**src/rtl/muldiv_seq.sv**
```systemverilog
// =============================================================================
// Module   : muldiv_seq
// Purpose  : Iterative 32-step multiply/divide sequencer that owns the HI/LO
//            registers. Define MULDIV_DIV_EN to compile in the divide path.
// Revision : 1.0 - initial release
// =============================================================================
`default_nettype none

module muldiv_seq (
    input  logic        clk,
    input  logic        rst_n,
    input  logic        start_i,
    input  logic [2:0]  op_i,
    input  logic [31:0] busA_i,
    input  logic [31:0] busB_i,
    input  logic        flush_i,
    output logic        busy_o,
    output logic        done_o,
    output logic [31:0] hi_o,
    output logic [31:0] lo_o
);

    typedef enum logic [1:0] {
        IDLE = 2'd0,
        CALC = 2'd1,
        FIX  = 2'd2
    } state_t;

    state_t      state_q;
    logic [31:0] a_q;
    logic [31:0] b_q;
    logic [63:0] acc_q;
    logic [5:0]  cnt_q;
    logic        sa_q;
    logic        sb_q;
    logic [31:0] hi_q;
    logic [31:0] lo_q;
    logic        busy_q;
    logic        done_q;

    logic        is_mul_d;
    logic        is_signed_d;
    logic [32:0] mul_sum_d;
    logic [63:0] mul_acc_d;
    logic [63:0] prod_fix_d;

    always_comb begin
        is_mul_d    = (op_i[2:1] == 2'b00);
        is_signed_d = ~op_i[0];
        // 33-bit add so the carry out of the upper half is shifted back in
        mul_sum_d   = {1'b0, acc_q[63:32]} + (b_q[0] ? {1'b0, a_q} : 33'd0);
        mul_acc_d   = {mul_sum_d, acc_q[31:1]};
        prod_fix_d  = (sa_q ^ sb_q) ? -acc_q : acc_q;
    end

`ifdef MULDIV_DIV_EN
    logic        div_q;
    logic        is_div_d;
    logic [32:0] div_shift_d;
    logic [32:0] div_trial_d;
    logic [63:0] div_acc_d;
    logic [31:0] quot_fix_d;
    logic [31:0] rem_fix_d;

    // Dividend bits enter the remainder from the MSB of a_q; the quotient
    // builds up in the low half of the accumulator.
    always_comb begin
        is_div_d    = (op_i[2:1] == 2'b01);
        div_shift_d = {acc_q[63:32], a_q[31]};
        div_trial_d = div_shift_d - {1'b0, b_q};
        div_acc_d   = div_trial_d[32] ? {div_shift_d[31:0], acc_q[30:0], 1'b0}
                                      : {div_trial_d[31:0], acc_q[30:0], 1'b1};
        quot_fix_d  = (sa_q ^ sb_q) ? -acc_q[31:0] : acc_q[31:0];
        // With a zero divisor the remainder ends as the dividend magnitude,
        // so restoring its sign reproduces the raw dividend.
        rem_fix_d   = sa_q ? -acc_q[63:32] : acc_q[63:32];
    end
`endif

    always_ff @(posedge clk or negedge rst_n) begin
        if (!rst_n) begin
            state_q <= IDLE;
            a_q     <= '0;
            b_q     <= '0;
            acc_q   <= '0;
            cnt_q   <= '0;
            sa_q    <= 1'b0;
            sb_q    <= 1'b0;
            hi_q    <= '0;
            lo_q    <= '0;
            busy_q  <= 1'b0;
            done_q  <= 1'b0;
`ifdef MULDIV_DIV_EN
            div_q   <= 1'b0;
`endif
        end else begin
            done_q <= 1'b0;
            if (flush_i) begin
                state_q <= IDLE;
                busy_q  <= 1'b0;
            end else begin
                case (state_q)
                    IDLE: begin
                        if (start_i) begin
`ifdef MULDIV_DIV_EN
                            if (is_mul_d || is_div_d) begin
                                div_q <= is_div_d;
`else
                            if (is_mul_d) begin
`endif
                                a_q     <= (is_signed_d && busA_i[31]) ? -busA_i : busA_i;
                                b_q     <= (is_signed_d && busB_i[31]) ? -busB_i : busB_i;
                                sa_q    <= is_signed_d & busA_i[31];
                                sb_q    <= is_signed_d & busB_i[31];
                                acc_q   <= '0;
                                cnt_q   <= '0;
                                busy_q  <= 1'b1;
                                state_q <= CALC;
                            end else if (op_i == 3'b100) begin
                                hi_q <= busA_i;
                            end else if (op_i == 3'b101) begin
                                lo_q <= busA_i;
                            end
                        end
                    end
                    CALC: begin
`ifdef MULDIV_DIV_EN
                        if (div_q) begin
                            acc_q <= div_acc_d;
                            a_q   <= {a_q[30:0], 1'b0};
                        end else begin
                            acc_q <= mul_acc_d;
                            b_q   <= {1'b0, b_q[31:1]};
                        end
`else
                        acc_q <= mul_acc_d;
                        b_q   <= {1'b0, b_q[31:1]};
`endif
                        cnt_q <= cnt_q + 6'd1;
                        if (cnt_q == 6'd31) begin
                            state_q <= FIX;
                        end
                    end
                    FIX: begin
`ifdef MULDIV_DIV_EN
                        if (div_q) begin
                            hi_q <= rem_fix_d;
                            lo_q <= (b_q == 32'd0) ? 32'hFFFF_FFFF : quot_fix_d;
                        end else
`endif
                        begin
                            hi_q <= prod_fix_d[63:32];
                            lo_q <= prod_fix_d[31:0];
                        end
                        done_q  <= 1'b1;
                        busy_q  <= 1'b0;
                        state_q <= IDLE;
                    end
                    default: begin
                        state_q <= IDLE;
                        busy_q  <= 1'b0;
                    end
                endcase
            end
        end
    end

    assign busy_o = busy_q;
    assign done_o = done_q;
    assign hi_o   = hi_q;
    assign lo_o   = lo_q;

endmodule

`default_nettype wire

```
**config.mk**
```make
export PLATFORM = sky130hd
export DESIGN_NAME = muldiv_seq
export DESIGN_NICKNAME = d
export VERILOG_FILES = /design/src/rtl/muldiv_seq.sv
export SDC_FILE = /design/constraint.sdc
export NUM_CORES = 1
export LEC_CHECK = 0
export CAP_MARGIN = 15
export CORE_MARGIN = 4
export CORE_UTILIZATION = 45
export DETAILED_ROUTE_END_ITERATION = 7
export GPL_TIMING_DRIVEN = 0
export PLACE_DENSITY = 0.66
export SETUP_SLACK_MARGIN = 0.5
export SYNTH_ARGS = -nofsm -noshare
export SYNTH_HDL_FRONTEND = slang
export SYNTH_SLANG_ARGS = --single-unit
export TNS_END_PERCENT = 30
```
**constraint.sdc**
```tcl
create_clock -name clk -period 8.5 [get_ports clk]
set_clock_uncertainty 0.05 [all_clocks]
set_input_delay 2.125 -clock clk [delete_from_list [all_inputs] [get_ports clk]]
set_output_delay 2.125 -clock clk [all_outputs]
set_load 0.02 [all_outputs]
```
---- Word level (Yosys, flattened, before mapping) ----
Cells that the tools add are included.
cells by class
  $mul .................................... 0
  multiplexer cells ....................... 33
  shift-type cells ........................ 0
  bitwise logic cells ..................... 5
  reductions and logical operators ........ 12
  divide/modulo/power cells ............... 0
  magnitude comparators ................... 0
  add/sub/neg operators ................... 5
  eq/ne operators ......................... 15
operator list
  kind                                                                   count
  32-bit 2-to-1 mux                                                      12
  64-bit 2-to-1 mux                                                      3
  32-bit one-hot mux with 2 select lines                                 3
  64-bit one-hot mux with 2 select lines                                 1
  32-bit negator                                                         2
  64-bit negator                                                         1
  32-bit by 32-bit adder with 33-bit output                              1
  2-bit != test, second input constant                                   7
  6-bit 2-to-1 mux                                                       2
  6-bit one-hot mux with 2 select lines                                  1
  3-bit != test, second input constant                                   3
  2-bit 2-to-1 mux                                                       4
  4-bit AND reduction                                                    2
  6-bit by 1-bit adder with 6-bit output, second input constant          1
  3-bit equality test, second input constant                             2
  6-bit by 5-bit equality test with 1-bit output, second input constant  1
  3-bit AND reduction                                                    2
  6-bit AND reduction                                                    1
  1-bit 2-to-1 mux                                                       5
  5-bit AND reduction                                                    1
  2-bit zero test                                                        2
  2-bit one-hot mux with 2 select lines                                  1
  2-bit nonzero test                                                     2
  1-bit AND                                                              2
  other kinds (6)                                                        8
word-level totals
  bits in latches ......................... 0
  bits in read-only memories .............. 0
  register bits ........................... 204
  memories ................................ 0
  logic and storage cells ................. 81
  output and inout bits ................... 66
  RAM bits ................................ 0

---- Longest topological paths before layout ----
Gate-level depths: netlist (run 1).
  depth after elaboration ................. 6
  depth in mapped cells ................... 12
  mapped depth without buffers ............ 11

---- Least setup slack after synthesis (run 1) ----
No wires, ideal clock.
  path type ............................... input to register
  start point ............................. in busB_i[10]
  end point ............................... reg b_q[28]
  arrival time ............................ 4.021 ns
  setup slack ............................. 4.292 ns
  library setup time ...................... 0.137 ns
  stages on the path ...................... 7
  path buffers ............................ 0
  cell sequence ........................... or4_4 or4_4 nor4_4 nand2_1 o31ai_1 xor2_1 a21oi_1
between the ends
  word-level cells in the longest chain between the ends .. 5
ends and longest elaborated chain
  what                                    RTL line  text
  from (decl)                             15        input logic [31:0] busB_i,
  32-bit negator                          112       b_q <= (is_signed_d && busB_i[31]) ? -busB_i : busB_i;
  32-bit 2-to-1 mux                       112
  32-bit 2-to-1 mux                       109       if (is_mul_d) begin
  32-bit 2-to-1 mux                       104       if (start_i) begin
  32-bit one-hot mux with 2 select lines  102       case (state_q)
  to (signal assigned)                    112
  to (signal assigned)                    137       b_q <= {1'b0, b_q[31:1]};
  to (decl)                               31        logic [31:0] b_q;
No other way between the ends. The select of a mux whose other input is x is not followed.
A chain may end at the register's enable or synchronous reset.

---- Worst setup path after layout (run 1) ----
  start point ............................. in busA_i[17]
  end point ............................... reg a_q[29]
between the ends
  word-level cells in the longest chain between the ends .. 2
ends and longest elaborated chain
  what                  RTL line  text
  from (decl)           14        input logic [31:0] busA_i,
  32-bit negator        111       a_q <= (is_signed_d && busA_i[31]) ? -busA_i : busA_i;
  32-bit 2-to-1 mux     111
  to (signal assigned)  111
  to (decl)             30        logic [31:0] a_q;
No other way between the ends.

==> flow_metrics.env, run 1 <==
export IMPL_syn_num_nets=1629
export IMPL_timing_critical_path_required_ps=8830
export IMPL_ys_seq_area_share_pct=39.49
export IMPL_port_buffers=136
export IMPL_synth_yosys_warnings=0
export IMPL_whs_ps=424.2
export IMPL_clk_path_buf_depth=3
export IMPL_synth_top_area_share_pct=39.49
export IMPL_grt_start_max_net_pins=121
export IMPL_ctsHoldBuffers=0
export IMPL_synth_enable_flop_cells=0
export IMPL_clock_sinks=204
export IMPL_setup_total_negative_slack_ps=0
export IMPL_ioPinCount=137
export IMPL_cts_resized_gates=0
export IMPL_maxCapViolCount=0
export IMPL_worstPathMaxFanout=4
export IMPL_ys_dominant_reg_cell="sky130_fd_sc_hd__dfrtp_1"
export IMPL_total_power_w=0.004878
export IMPL_num_vias=12559
export IMPL_arrival_worst_endpoint_ps=4920
export IMPL_synthesis_instances=1521
export IMPL_grt_first_pass_wirelength_um=72110
export IMPL_cts_clk_slew_worst_paths_ps=60
export IMPL_placed_cells=2036
export IMPL_final_layout_size_suffix_gt1_share_pct=3.469
export IMPL_hold_viol_final=0
export IMPL_stdcell_count=2079
export IMPL_grt_antenna_before_repair=0
export IMPL_run_status="complete, no violations"
export IMPL_mostFrequentLayoutCell="sky130_fd_sc_hd__nand2_1"
export IMPL_num_nets_final=1792
export IMPL_diode_insertion_count_for_antenna_repair=0
export IMPL_synth_async_reset_ratio_pct=100.0
export IMPL_tritoncts_clock_tree="yes"
export IMPL_cts_setup_buffers=0
export IMPL_max_slew_violation_count=0
export IMPL_hp_class="reg -> reg"
export IMPL_area_growth_syn_to_layout_pct=20.57
export IMPL_routed_via_density=6.041
export IMPL_mostFrequentLayoutCells="sky130_fd_sc_hd__nand2_1 (218), sky130_fd_sc_hd__dfrtp_1 (204), sky130_fd_sc_hd__o21ai_0 (158)"
export IMPL_vdd_ir_drop_worst_mv=0.1685
export IMPL_min_period_over_period_pct=54.09
export IMPL_number_of_register_bits_inferred_by_synthesis=204
export IMPL_clock_latency_ps=540
export IMPL_avgSynthCellArea_um2=8.498
export IMPL_die_width_um=177.5
export IMPL_routabilityCongestion=0.9587
export IMPL_coreArea_um2=28090
export IMPL_routedWlPerCell_um=22.65
export IMPL_total_leakage_power_nw=6.741
export IMPL_drt_iter0_drc=1283
export IMPL_post_route_min_period_ps=4598
export IMPL_library_cell_with_the_largest_summed_area_after_synthesis="sky130_fd_sc_hd__dfrtp_1"
export IMPL_die_height_um=177.5
export IMPL_firstDrtPassIters=5
export IMPL_worst_pin_slew_ps=1084
export IMPL_cp_start_kind="input port"
export IMPL_fp_row_count=61
export IMPL_overflow=0
export IMPL_drt_total_wl_um=47090
export IMPL_filler_cell_count=2663
export IMPL_count_of_unresolved_drc_violations_after_routing=0
export IMPL_unrepaired_setup_endpoints_after_global_routing="false"
export IMPL_synthTopCellsByArea="sky130_fd_sc_hd__dfrtp_1 (39%), sky130_fd_sc_hd__nand2_1 (6.3%), sky130_fd_sc_hd__o21ai_0 (6.1%)"
export IMPL_cts_root_buffer_cell="sky130_fd_sc_hd__clkbuf_16"
export IMPL_timing_slew_headroom_pct=27.25
export IMPL_initial_core_utilization_pct=46.02
export IMPL_clock_fmax_mhz=217.5
export IMPL_grtUsageTotal_pct=29.47
export IMPL_p_per_area_nw_per_um2=313.0
export IMPL_ant_nets=0
export IMPL_register_area_um2=5105
export IMPL_floorplan_die_area_um2=31500
export IMPL_critPathCaptureType="register"
export IMPL_multiInputGateArea_um2=7383
export IMPL_syn_cell_area_um2=12930
export IMPL_setup_violations_final=0
export IMPL_setup_worst_path_class="in -> reg"
export IMPL_synth_cell_type_count=69
export IMPL_htree_num_levels=1
export IMPL_via_count_of_the_first_global_routing_pass=12133
export IMPL_tritoncts_buffers=24
export IMPL_detailedPlacementHpwl_um=36420
final timing paths:
check	cells after the start	slack, ps	from	endpoint
min in group asynchronous	1	1530	rst_n	acc_q[46]
setup / recovery	8	3900	busA_i[17]	a_q[29]
hold reg to reg	1	420	lo_o[22]	lo_o[22]
max in group asynchronous	2	5770	rst_n	b_q[23]
setup reg to reg	10	4780	b_q[0]	acc_q[63]
hold / removal	1	420	lo_o[22]	lo_o[22]
metal layers:
metal / global-route usage, % / wire (um) / vias up
met5: 0 / 0 / -
met4: 8.379 / 1421 / 0
met3: 5.795 / 4243 / 87
met2: 46.76 / 20980 / 554
met1: 41.21 / 20450 / 6118
li1: - / - / 5800
cells by family (layout without fill, tap and decap cells):
kind of cell               count (synthesis)  count (layout)  share of synthesized area (%)
DFF                                      204             204                          39.49
muxes                                      4               4                         0.3098
xor gates and xnor gates                 145             145                          9.825
buffers and inverters                    114             294                          3.388
adders and majority gates                 37              37                          3.640
AOI/OAI and AO/OA                        471             471                          23.13
and+or+nand+nor                          546             546                          20.21
through the flow:
stage	worst slack (ps)	area [um^2]	utilization, %
floorplan	4292	12930	-
global placement	-3503	14760	52.55
detailed placement	3518	14790	52.67
CTS	4019	15580	55.49
global route	3857	15580	55.49
finish	3902	15580	55.49
worst max-delay path: stages:
cell and delay, ps:
sky130_fd_sc_hd__clkdlybuf4s50_1 550, sky130_fd_sc_hd__or4_1 650, sky130_fd_sc_hd__nor3_1 480, sky130_fd_sc_hd__and4_1 380
sky130_fd_sc_hd__nand2_1 90, sky130_fd_sc_hd__o41ai_1 320, sky130_fd_sc_hd__xor2_1 220, sky130_fd_sc_hd__o21ai_0 120
synthesized netlist by cell type (all sizes together) (6+ instances only):
library cell and number:
nand2 219, dfrtp 204, o21ai 160, nor2 124, a21oi 92, clkbuf 88
xor2 75, xnor2 70, and2 42, o31ai 37, ha 36, nor3 34
a22o 33, or3 27, o22ai 25, a21o 23, inv 21, nor4 20
o221ai 19, nand3 17, nand4 16, a31oi 14, o41ai 12, or4 12
o21a 8, a211oi 7, a221oi 7, and3 7, nand2b 7, a21boi 6
nor2b 6
sequential cells by signal (all words and copies together) (netlist names):
signal and cells:
a_q 32, acc_q 64, b_q 32, busy_o 1, cnt_q 6, done_o 1
hi_o 32, lo_o 32, sa_q 1, sb_q 1, state_q 2
where the power goes:
group | internal, W | total, W | leakage (nW) | switching (W)
Combinational | 0.000836 | 0.00222 | 3.74 | 0.00139
Clock | 0.000632 | 0.00106 | 0.393 | 0.000424
Sequential | 0.00129 | 0.00160 | 2.61 | 0.000308
cell type report:
class,instances,area share (%)
Buffer,93,2.304
Clock buffer,36,4.536
Clock inverter,7,0.5459
Inverter,21,0.5058
Multi-Input combinational cell,1203,47.37
Sequential cell,204,32.76
Tap cell,378,3.035
Timing Repair Buffer,137,8.944
Power figures use the tool's default switching activity.
==> run 2, diff against run 1 <==
clock period = 4.7 ns   (was 8.5 ns; I/O delays follow)
==> results of run 2 <==
Same layout as run 1 (identical final DEF). Status: complete, no violations.
Main changes from that run: setup slack after placement 3518 ps -> 668.1 ps; setup slack after layout 3902 ps -> 982.3 ps; start point of the critical path busA_i[17] -> b_q[0]; end point of the critical path a_q[29] -> acc_q[63]; register-to-register setup slack 4780 ps -> 980 ps; total power 0.004878 W -> 0.008822 W; worst IR drop on VDD 0.1685 mV -> 0.3048 mV
